--- config.mk ---
export PLATFORM = sky130hd
export DESIGN_NAME = load_store_unit_flat
export DESIGN_NICKNAME = d
export VERILOG_FILES = /design/src/rtl/load_store_unit_if.sv /design/src/rtl/load_store_unit.sv /design/src/flat_wrapper.sv
export SDC_FILE = /design/constraint.sdc
export NUM_CORES = 1
export LEC_CHECK = 0
export BUFFER_PORTS_ARGS = -buffer_cell sky130_fd_sc_hd__buf_4
export CORE_MARGIN = 1.5
export CORE_UTILIZATION = 47
export DETAILED_ROUTE_END_ITERATION = 16
export GPL_ROUTABILITY_DRIVEN = 0
export PLACE_DENSITY = 0.83
export SYNTH_ARGS = -nofsm -noshare
export SYNTH_HDL_FRONTEND = slang
export SYNTH_SLANG_ARGS = --single-unit
--- constraint.sdc ---
create_clock -name clk -period 2.64 [get_ports clk]
set_input_delay 0.528 -clock clk [delete_from_list [all_inputs] [get_ports clk]]
set_output_delay 0.528 -clock clk [all_outputs]
set_load 0.01 [all_outputs]
--- src/rtl/load_store_unit_if.sv ---
// CPU request/response and data-RAM bus bundle for the load/store unit.
// slave  : view taken by load_store_unit
// master : view taken by the CPU / RAM side driving the unit
interface load_store_unit_if #(
   parameter int ADDR_WIDTH = 16
);
   logic                  req_valid;
   logic                  req_ready;
   logic                  req_we;
   logic [1:0]            req_size;
   logic                  req_unsigned;
   logic [ADDR_WIDTH-1:0] req_addr;
   logic [31:0]           req_wdata;

   logic                  rsp_valid;
   logic [31:0]           rsp_rdata;
   logic                  rsp_err;

   logic                  ram_we;
   logic [ADDR_WIDTH-1:0] ram_addr;
   logic [31:0]           ram_wdata;
   logic [31:0]           ram_rdata;

   modport slave (
      input  req_valid, req_we, req_size, req_unsigned, req_addr, req_wdata, ram_rdata,
      output req_ready, rsp_valid, rsp_rdata, rsp_err, ram_we, ram_addr, ram_wdata
   );

   modport master (
      output req_valid, req_we, req_size, req_unsigned, req_addr, req_wdata, ram_rdata,
      input  req_ready, rsp_valid, rsp_rdata, rsp_err, ram_we, ram_addr, ram_wdata
   );
endinterface

--- src/rtl/load_store_unit.sv ---
// Load/store unit: byte/half/word loads and stores onto a word-wide RAM with
// one-cycle synchronous read. Sub-word stores are read-modify-write.
// Optional feature macro: LSU_MISALIGN_TRAP_EN
//   defined   : misaligned half/word and size 2'b11 return rsp_err with no RAM access
//   undefined : addresses are force-aligned, size 2'b11 acts as word, rsp_err stays 0
//
// state  | meaning
// IDLE   | ready for a request (req_ready = 1)
// RD     | word address presented to RAM for a read
// DATA   | RAM data valid: extract load lanes, or merge and write sub-word store
// WR     | full-word store written directly
// RSP    | one-cycle response pulse
module load_store_unit #(
   parameter int ADDR_WIDTH = 16,
   parameter int DATA_WIDTH = 32
) (
   input logic            clk,
   input logic            rst_n,
   load_store_unit_if.slave bus
);

   typedef enum logic [2:0] {
      S_IDLE = 3'd0,
      S_RD   = 3'd1,
      S_DATA = 3'd2,
      S_WR   = 3'd3,
      S_RSP  = 3'd4
   } state_t;

   state_t                state_q, state_d;
   logic                  we_q, we_d;
   logic [1:0]            size_q, size_d;
   logic                  uns_q, uns_d;
   logic [ADDR_WIDTH-1:0] addr_q, addr_d;
   logic [DATA_WIDTH-1:0] wdata_q, wdata_d;
   logic [DATA_WIDTH-1:0] rsp_rdata_q, rsp_rdata_d;
   logic                  rsp_err_q, rsp_err_d;

   logic                  acc_err;
   logic [1:0]            acc_size;
   logic [ADDR_WIDTH-1:0] acc_addr;

   logic [7:0]            lane_b;
   logic [15:0]           lane_h;
   logic [DATA_WIDTH-1:0] load_data;
   logic [DATA_WIDTH-1:0] merge_data;

   // Classify the incoming request: alignment handling and error detection
   always_comb begin
      acc_size = bus.req_size;
      acc_addr = bus.req_addr;
      acc_err  = 1'b0;
`ifdef LSU_MISALIGN_TRAP_EN
      case (bus.req_size)
         2'b01:   acc_err = bus.req_addr[0];
         2'b10:   acc_err = |bus.req_addr[1:0];
         2'b11:   acc_err = 1'b1;
         default: acc_err = 1'b0;
      endcase
`else
      if (bus.req_size == 2'b11) begin
         acc_size = 2'b10;
      end
      if (acc_size == 2'b01) begin
         acc_addr[0] = 1'b0;
      end else if (acc_size == 2'b10) begin
         acc_addr[1:0] = 2'b00;
      end
`endif
   end

   // Little-endian lane extraction for loads and lane merge for sub-word stores
   always_comb begin
      lane_b     = bus.ram_rdata[{addr_q[1:0], 3'b000} +: 8];
      lane_h     = bus.ram_rdata[{addr_q[1], 4'b0000} +: 16];
      load_data  = bus.ram_rdata;
      merge_data = bus.ram_rdata;
      case (size_q)
         2'b00: begin
            load_data = {{(DATA_WIDTH-8){~uns_q & lane_b[7]}}, lane_b};
            merge_data[{addr_q[1:0], 3'b000} +: 8] = wdata_q[7:0];
         end
         2'b01: begin
            load_data = {{(DATA_WIDTH-16){~uns_q & lane_h[15]}}, lane_h};
            merge_data[{addr_q[1], 4'b0000} +: 16] = wdata_q[15:0];
         end
         default: begin
            load_data  = bus.ram_rdata;
            merge_data = wdata_q;
         end
      endcase
   end

   // RAM strobes decoded from state and registered request only
   always_comb begin
      bus.ram_we    = 1'b0;
      bus.ram_wdata = '0;
      if (state_q == S_WR) begin
         bus.ram_we    = 1'b1;
         bus.ram_wdata = wdata_q;
      end else if (state_q == S_DATA && we_q) begin
         bus.ram_we    = 1'b1;
         bus.ram_wdata = merge_data;
      end
   end

   assign bus.ram_addr  = {addr_q[ADDR_WIDTH-1:2], 2'b00};
   assign bus.req_ready = (state_q == S_IDLE);
   assign bus.rsp_valid = (state_q == S_RSP);
   assign bus.rsp_rdata = rsp_rdata_q;
   assign bus.rsp_err   = rsp_err_q;

   // Next-state and register-update logic; response regs change only on entry to RSP
   always_comb begin
      state_d     = state_q;
      we_d        = we_q;
      size_d      = size_q;
      uns_d       = uns_q;
      addr_d      = addr_q;
      wdata_d     = wdata_q;
      rsp_rdata_d = rsp_rdata_q;
      rsp_err_d   = rsp_err_q;
      case (state_q)
         S_IDLE: begin
            if (bus.req_valid) begin
               we_d    = bus.req_we;
               size_d  = acc_size;
               uns_d   = bus.req_unsigned;
               addr_d  = acc_addr;
               wdata_d = bus.req_wdata;
               if (acc_err) begin
                  state_d     = S_RSP;
                  rsp_rdata_d = '0;
                  rsp_err_d   = 1'b1;
               end else if (bus.req_we && acc_size == 2'b10) begin
                  state_d = S_WR;
               end else begin
                  state_d = S_RD;
               end
            end
         end
         S_RD: begin
            state_d = S_DATA;
         end
         S_DATA: begin
            state_d     = S_RSP;
            rsp_err_d   = 1'b0;
            rsp_rdata_d = we_q ? '0 : load_data;
         end
         S_WR: begin
            state_d     = S_RSP;
            rsp_err_d   = 1'b0;
            rsp_rdata_d = '0;
         end
         S_RSP: begin
            state_d = S_IDLE;
         end
         default: begin
            state_d = S_IDLE;
         end
      endcase
   end

   // State and request registers with asynchronous reset
   always_ff @(posedge clk or negedge rst_n) begin
      if (!rst_n) begin
         state_q     <= S_IDLE;
         we_q        <= 1'b0;
         size_q      <= 2'b00;
         uns_q       <= 1'b0;
         addr_q      <= '0;
         wdata_q     <= '0;
         rsp_rdata_q <= '0;
         rsp_err_q   <= 1'b0;
      end else begin
         state_q     <= state_d;
         we_q        <= we_d;
         size_q      <= size_d;
         uns_q       <= uns_d;
         addr_q      <= addr_d;
         wdata_q     <= wdata_d;
         rsp_rdata_q <= rsp_rdata_d;
         rsp_err_q   <= rsp_err_d;
      end
   end

endmodule
--- src/flat_wrapper.sv ---
// flat-port wrapper written by rule: the top's interface ports become plain ports
module load_store_unit_flat 
#(
   parameter int ADDR_WIDTH = 16,
   parameter int DATA_WIDTH = 32
)
  (clk, rst_n, bus_req_valid, bus_req_we, bus_req_size, bus_req_unsigned, bus_req_addr, bus_req_wdata, bus_ram_rdata, bus_req_ready, bus_rsp_valid, bus_rsp_rdata, bus_rsp_err, bus_ram_we, bus_ram_addr, bus_ram_wdata);
  load_store_unit_if #(.ADDR_WIDTH(ADDR_WIDTH)) bus_i ();
  input logic clk;
  input logic rst_n;
  input wire logic [$bits(bus_i.req_valid)-1:0] bus_req_valid;
  input wire logic [$bits(bus_i.req_we)-1:0] bus_req_we;
  input wire logic [$bits(bus_i.req_size)-1:0] bus_req_size;
  input wire logic [$bits(bus_i.req_unsigned)-1:0] bus_req_unsigned;
  input wire logic [$bits(bus_i.req_addr)-1:0] bus_req_addr;
  input wire logic [$bits(bus_i.req_wdata)-1:0] bus_req_wdata;
  input wire logic [$bits(bus_i.ram_rdata)-1:0] bus_ram_rdata;
  output wire logic [$bits(bus_i.req_ready)-1:0] bus_req_ready;
  output wire logic [$bits(bus_i.rsp_valid)-1:0] bus_rsp_valid;
  output wire logic [$bits(bus_i.rsp_rdata)-1:0] bus_rsp_rdata;
  output wire logic [$bits(bus_i.rsp_err)-1:0] bus_rsp_err;
  output wire logic [$bits(bus_i.ram_we)-1:0] bus_ram_we;
  output wire logic [$bits(bus_i.ram_addr)-1:0] bus_ram_addr;
  output wire logic [$bits(bus_i.ram_wdata)-1:0] bus_ram_wdata;
  assign bus_i.req_valid = bus_req_valid;
  assign bus_i.req_we = bus_req_we;
  assign bus_i.req_size = bus_req_size;
  assign bus_i.req_unsigned = bus_req_unsigned;
  assign bus_i.req_addr = bus_req_addr;
  assign bus_i.req_wdata = bus_req_wdata;
  assign bus_i.ram_rdata = bus_ram_rdata;
  assign bus_req_ready = bus_i.req_ready;
  assign bus_rsp_valid = bus_i.rsp_valid;
  assign bus_rsp_rdata = bus_i.rsp_rdata;
  assign bus_rsp_err = bus_i.rsp_err;
  assign bus_ram_we = bus_i.ram_we;
  assign bus_ram_addr = bus_i.ram_addr;
  assign bus_ram_wdata = bus_i.ram_wdata;
  load_store_unit #(.ADDR_WIDTH(ADDR_WIDTH), .DATA_WIDTH(DATA_WIDTH)) u_core (.clk(clk), .rst_n(rst_n), .bus(bus_i));
endmodule
Word-level counts from Yosys, hierarchy flattened
Cells that the tools add are included.
{"block": "op_classes", "add_sub_neg": 2, "n_eq_ne": 9, "shift": 6, "mux": 17, "bitwise": 3, "reduce_logical": 7}
{"operator": "32-bit case mux with 2 select lines", "n": 3}
{"operator": "32-bit 2-to-1 mux", "n": 3}
{"operator": "32-bit bitwise mux", "n": 2}
{"operator": "16-bit by 7-bit variable shift with 32-bit output (first input constant)", "n": 1}
{"operator": "8-bit by 7-bit variable shift with 32-bit output (first input constant)", "n": 1}
{"operator": "16-bit by 7-bit variable part select with 32-bit output", "n": 1}
{"operator": "32-bit by 6-bit variable part select with 16-bit output", "n": 1}
{"operator": "32-bit by 6-bit variable part select with 8-bit output", "n": 1}
{"operator": "8-bit by 7-bit variable part select with 32-bit output", "n": 1}
{"operator": "5-bit negator with 7-bit output", "n": 2}
{"operator": "3-bit case mux with 3 select lines", "n": 1}
{"operator": "3-bit by 2-bit equality test with 1-bit output (second input constant)", "n": 2}
{"operator": "2-bit 2-to-1 mux", "n": 3}
{"operator": "2-bit by 1-bit equality test with 1-bit output (second input constant)", "n": 2}
{"operator": "2-bit equality test (second input constant)", "n": 2}
{"operator": "1-bit 2-to-1 mux", "n": 4}
{"operator": "3-bit by 1-bit equality test with 1-bit output (second input constant)", "n": 1}
{"operator": "3-bit equality test (second input constant)", "n": 1}
{"operator": "3-bit logical NOT", "n": 1}
{"operator": "3-bit 2-to-1 mux", "n": 1}
{"operator": "1-bit bitwise AND", "n": 2}
{"operator": "1-bit logical AND", "n": 2}
{"operator": "2-bit logical NOT", "n": 1}
{"operator": "2-bit inequality test (second input constant)", "n": 1}
{"operator": "other kinds (4)", "n": 4}
{"block": "totals", "regBits": 87, "inputBits": 87, "output_inout_bits": 84, "word_cells": 51}

Logic depth before layout (Yosys ltp)
{"block": "depth", "depth_word": 7, "mapped_depth": 10}

Worst setup path after synthesis
No wires, ideal clock.
{"block": "synth_path", "kind": "register -> output", "from": "reg u_core.addr_q[0]", "to": "out bus_ram_wdata[24]", "arrival_ns": 2.315, "slack_ns": -0.203, "stages_incl_launch_ff": 10, "path_cell_list": "dfrtp_1 > buf_2 > clkbuf_1 > inv_1 > ha_1 > nor3b_1 > and3_1 > clkbuf_1 > a22oi_1 > o221ai_1"}
{"block": "synth_via", "elab_chain_cells": 6, "elab_cells_between_ends": 7, "classes_between": "add/sub (1); shift (2); mux (4)"}
{"item": "from (decl)", "line": "load_store_unit.sv:34", "text": "logic [ADDR_WIDTH-1:0] addr_q, addr_d;"}
{"item": "from (signal assigned)", "line": "load_store_unit.sv:180", "text": "addr_q <= addr_d;"}
{"item": "5-bit negator with 7-bit output (*)", "line": "load_store_unit.sv:81", "text": "merge_data[{addr_q[1:0], 3'b000} +: 8] = wdata_q[7:0];"}
{"item": "8-bit by 7-bit variable part select with 32-bit output / 8-bit by 7-bit variable shift with 32-bit output (equally long branches)", "line": "load_store_unit.sv:81"}
{"item": "32-bit bitwise mux (*)", "line": "load_store_unit.sv:81"}
{"item": "32-bit case mux with 2 select lines (*)", "line": "load_store_unit.sv:78", "text": "case (size_q)"}
{"item": "32-bit 2-to-1 mux (*)", "line": "load_store_unit.sv:101", "text": "end else if (state_q == S_DATA && we_q) begin"}
{"item": "32-bit 2-to-1 mux (*)", "line": "load_store_unit.sv:98", "text": "if (state_q == S_WR) begin"}
{"item": "to (decl)", "line": "flat_wrapper.sv:24", "text": "output wire logic [$bits(bus_i.ram_wdata)-1:0] bus_ram_wdata;"}
Every way passes the cells marked *; elsewhere a longest branch is shown, timed or not.

Worst setup path in the final report
{"block": "layout_path", "from": "reg u_core.addr_q[1]", "to": "out bus_ram_wdata[5]"}
{"block": "layout_via", "elab_chain_cells": 6, "elab_cells_between_ends": 11, "classes_between": "add/sub (2); shift (4); mux (5)"}
{"item": "5-bit negator with 7-bit output, on equally long branches", "line": "load_store_unit.sv:85, load_store_unit.sv:81"}
{"item": "16-bit by 7-bit variable part select with 32-bit output (tied with other cells)", "line": "load_store_unit.sv:85", "text": "merge_data[{addr_q[1], 4'b0000} +: 16] = wdata_q[15:0];"}
{"item": "32-bit bitwise mux, on equally long branches", "line": "load_store_unit.sv:85, load_store_unit.sv:81"}
{"item": "32-bit case mux with 2 select lines (*)", "line": "load_store_unit.sv:78"}
{"item": "32-bit 2-to-1 mux (*)", "line": "load_store_unit.sv:101"}
{"item": "32-bit 2-to-1 mux (*)", "line": "load_store_unit.sv:98"}
Marked as above.

==> results_dict.tcl <==
set metrics [dict create \
    diodes 0 \
    start_util_pct 48.0 \
    layout-drive-gt1-share_pct 46.1 \
    yosysSeqAreaShare_pct 39.7 \
    reg2regPathDepth 4 \
    crit_path_end_kind "output port" \
    min_period_ns 2.78 \
    die_h_um 111 \
    relSlewSlack_pct 37.1 \
    cp_top_family "simple AND/OR/NAND/NOR gates" \
    nets 786 \
    cts_tree "yes" \
    clock_skew_ns 0.00963 \
    crit_fanout 8 \
    yosysTopAreaCellShare_pct 39.7 \
    routed_wl_um 18000 \
    max_stage_delay_ns 0.47 \
    hpwlAfterDp_um 12800 \
    arrival_ns 2.25 \
    r2r_slack_ns 0.50 \
    grt_start_max_net_pins 76 \
    synth_seq_cells 87 \
    crit_path_cell_trace "inv_4, ha_4, buf_6, or3b_2, a31oi_1, o221ai_1, nand2_1, buf_6" \
    r2r_start "u_core.state_q[2]" \
    grt_overflow 0 \
    wl_per_cell_um 21.5 \
    maxCapViolCount 0 \
    grt_pass1_vias 5303 \
    cts_sinks 87 \
    antenna_found_initial 0 \
    final-instance-count-excl-fill 841 \
    cpMaxStageDelayCell "or3b_2" \
    violations "setup timing" \
    criticalPathCategory "reg2out" \
    grt_pass1_wl_um 27500 \
    whs_ns 0.326 \
    clockBufferDepth 2 \
    critical_path_buf_inv_count 3 \
    post-route-util_pct 64.1 \
    drcViolationCount 0 \
    insertion_delay_ns 0.35 \
    route.vias.total 5442 \
    synth_area_leader_cell "dfrtp_1" \
    globalRouteTotalUtil_pct 28.6 \
    rsz0062_at_grt "true" \
    yosys-top-cells-area "dfrtp_1 (40%), mux2_2 (11%), a22oi_1 (4.2%)" \
    drt.antenna.violating_nets 0 \
    outcome "complete, but fails checks" \
    final_common_cell "buf_4" \
    peakVddDrop_mv 0.552 \
    setup_violations 25 \
    finalHoldViolCount 0 \
    cts-root-buf "clkbuf_16" \
    netlist_instances 551 \
    drtPass1Iterations 9 \
    synth-async-reset-ratio_pct 100 \
    dieWidth_um 111 \
    finalWorstSetupSlack_ns -0.139 \
    hold_buffers 0 \
    syn_area_per_cell_um2 9.96 \
    clk_pin_slew_worst_paths_ns 0.07 \
    synth_area_mm2 0.00549 \
    vias_per_cell 6.47 \
    power_density_mw_per_mm2 1150 \
    crit_path_frequent_cell "buf_6" \
    dr.first_iter.drc_count 691 \
    dieArea_mm2 0.0123 \
    syn2layout_area_growth_pct 33.3 \
    synth_edf_count 0 \
    io_buffers 167 \
    total_power_uw 8400 \
    synth_cell_types 48 \
    cts_buffers 9 \
    final.setup.tns_ns -1.40 \
    hold_path_class "in2async" \
    yosys_warnings 0 \
    worst-slew-pin-transition_ns 0.944 \
    ios 171 \
    placed_cells 824 \
    start_kind "flop" \
    synthFlopType "dfrtp_1" \
    rows 39 \
    coreArea_mm2 0.0114 \
    most-common-layout-cells "buf_4 (185), dfrtp_1 (86), mux2_2 (56)" \
    final.period_utilization_pct 105 \
    r2r-end "u_core.bus.rsp_rdata[24]" \
    h-tree-depth 3 \
    drv_slew 0 \
    fmax_mhz 360 \
    leakage_uw 0.00335 \
    required_ns 2.11 \
]
## where the power goes
group          switching, uW  leakage [uW]  internal [uW]
logic                   2220       0.00212           2280
clock network            513      0.000151            774
registers                671       0.00108           1940
total                   3410       0.00335           4990
## flip-flops by register name (all words and copies together) (netlist names)
name and cells:
u_core.addr_q 16, u_core.bus.rsp_rdata 32, u_core.size_q 2, u_core.state_q 3, u_core.uns_q 1, u_core.wdata_q 32
u_core.we_q 1
## metal layers
| metal | vias up | wire (um) | track usage, % | share of wire, % |
|---|---|---|---|---|
| met4 | 0 | 1060 | 17.5 | 5.9 |
| met1 | 2573 | 6760 | 35.4 | 37 |
| li1 | 2344 | - | - | - |
| met3 | 101 | 1910 | 6.12 | 11 |
| met5 | - | 0 | 0 | 0 |
| met2 | 424 | 8310 | 45.9 | 46 |
## worst max-delay path by stage
stage | start | endpoint | slack [ns] | depth (start not counted)
after floorplan | u_core.addr_q[0] | bus_ram_wdata[16] | 0.06 | 9
after global placement | u_core.addr_q[1] | bus_ram_wdata[16] | -0.09 | 7
after detailed placement | u_core.addr_q[1] | bus_ram_wdata[20] | -0.28 | 7
after CTS | u_core.addr_q[1] | bus_ram_wdata[24] | -0.06 | 8
after global routing | u_core.addr_q[1] | bus_ram_wdata[5] | -0.17 | 8
final | u_core.addr_q[1] | bus_ram_wdata[5] | -0.14 | 8
## cell usage after synthesis, types with 6 or more instances
master / number
mux2i_1: 15
a21oi_1: 20
o221ai_1: 12
nand2_1: 55
a22oi_1: 31
dfrtp_1: 87
buf_2: 17
o22ai_1: 12
inv_1: 17
a222oi_1: 8
buf_4: 19
a31oi_1: 12
nor2_1: 16
mux2_2: 56
nor2b_1: 6
clkbuf_1: 24
o21ai_0: 32
a2bb2oi_1: 16
a22o_1: 24
nand2b_1: 9
## worst register-to-register path: stages, from the launching register on
cell      delay (ns)
dfrtp_1         0.43
or4b_1          0.86
nor3_2          0.25
o211ai_2        0.35
nand2_1         0.17
## through the flow
step / cell area, um2 / setup slack, ns
2_1_floorplan: 5540 / 0.0568
3_3_place_gp: 6820 / -0.0901
3_5_place_dp: 6820 / -0.275
4_1_cts: 7250 / -0.0586
5_1_grt: 7310 / -0.166
6_report: 7310 / -0.139
## timing repair
action,in CTS,in global routing
resized for setup,35,17
endpoints found under the setup margin,32,32
pin swaps,15,25
setup buffers,1,1
## final cells by class
class	instances	area, um2
tap	143	179
multi-input combinational	384	3070
sequential	87	2180
fill	906	4100
inverter	17	66.3
timing repair buffer	195	1520
clock buffer	11	253
clock inverter	4	45.0
## logic make-up (layout without fill, tap and decap cells)
| logic type | count (synthesis) | count (layout) | synth area share (%) |
|---|---|---|---|
| compound gates | 184 | 184 | 24.3 |
| simple gates | 116 | 116 | 10.8 |
| flops | 87 | 87 | 39.7 |
| buf+inv | 82 | 227 | 7.71 |
| mux | 76 | 76 | 16.3 |
| fa+ha+maj | 5 | 5 | 1.14 |
| other cells | 1 | 3 | 0.0683 |
Note: power is estimated with default switching activity, not from simulation.
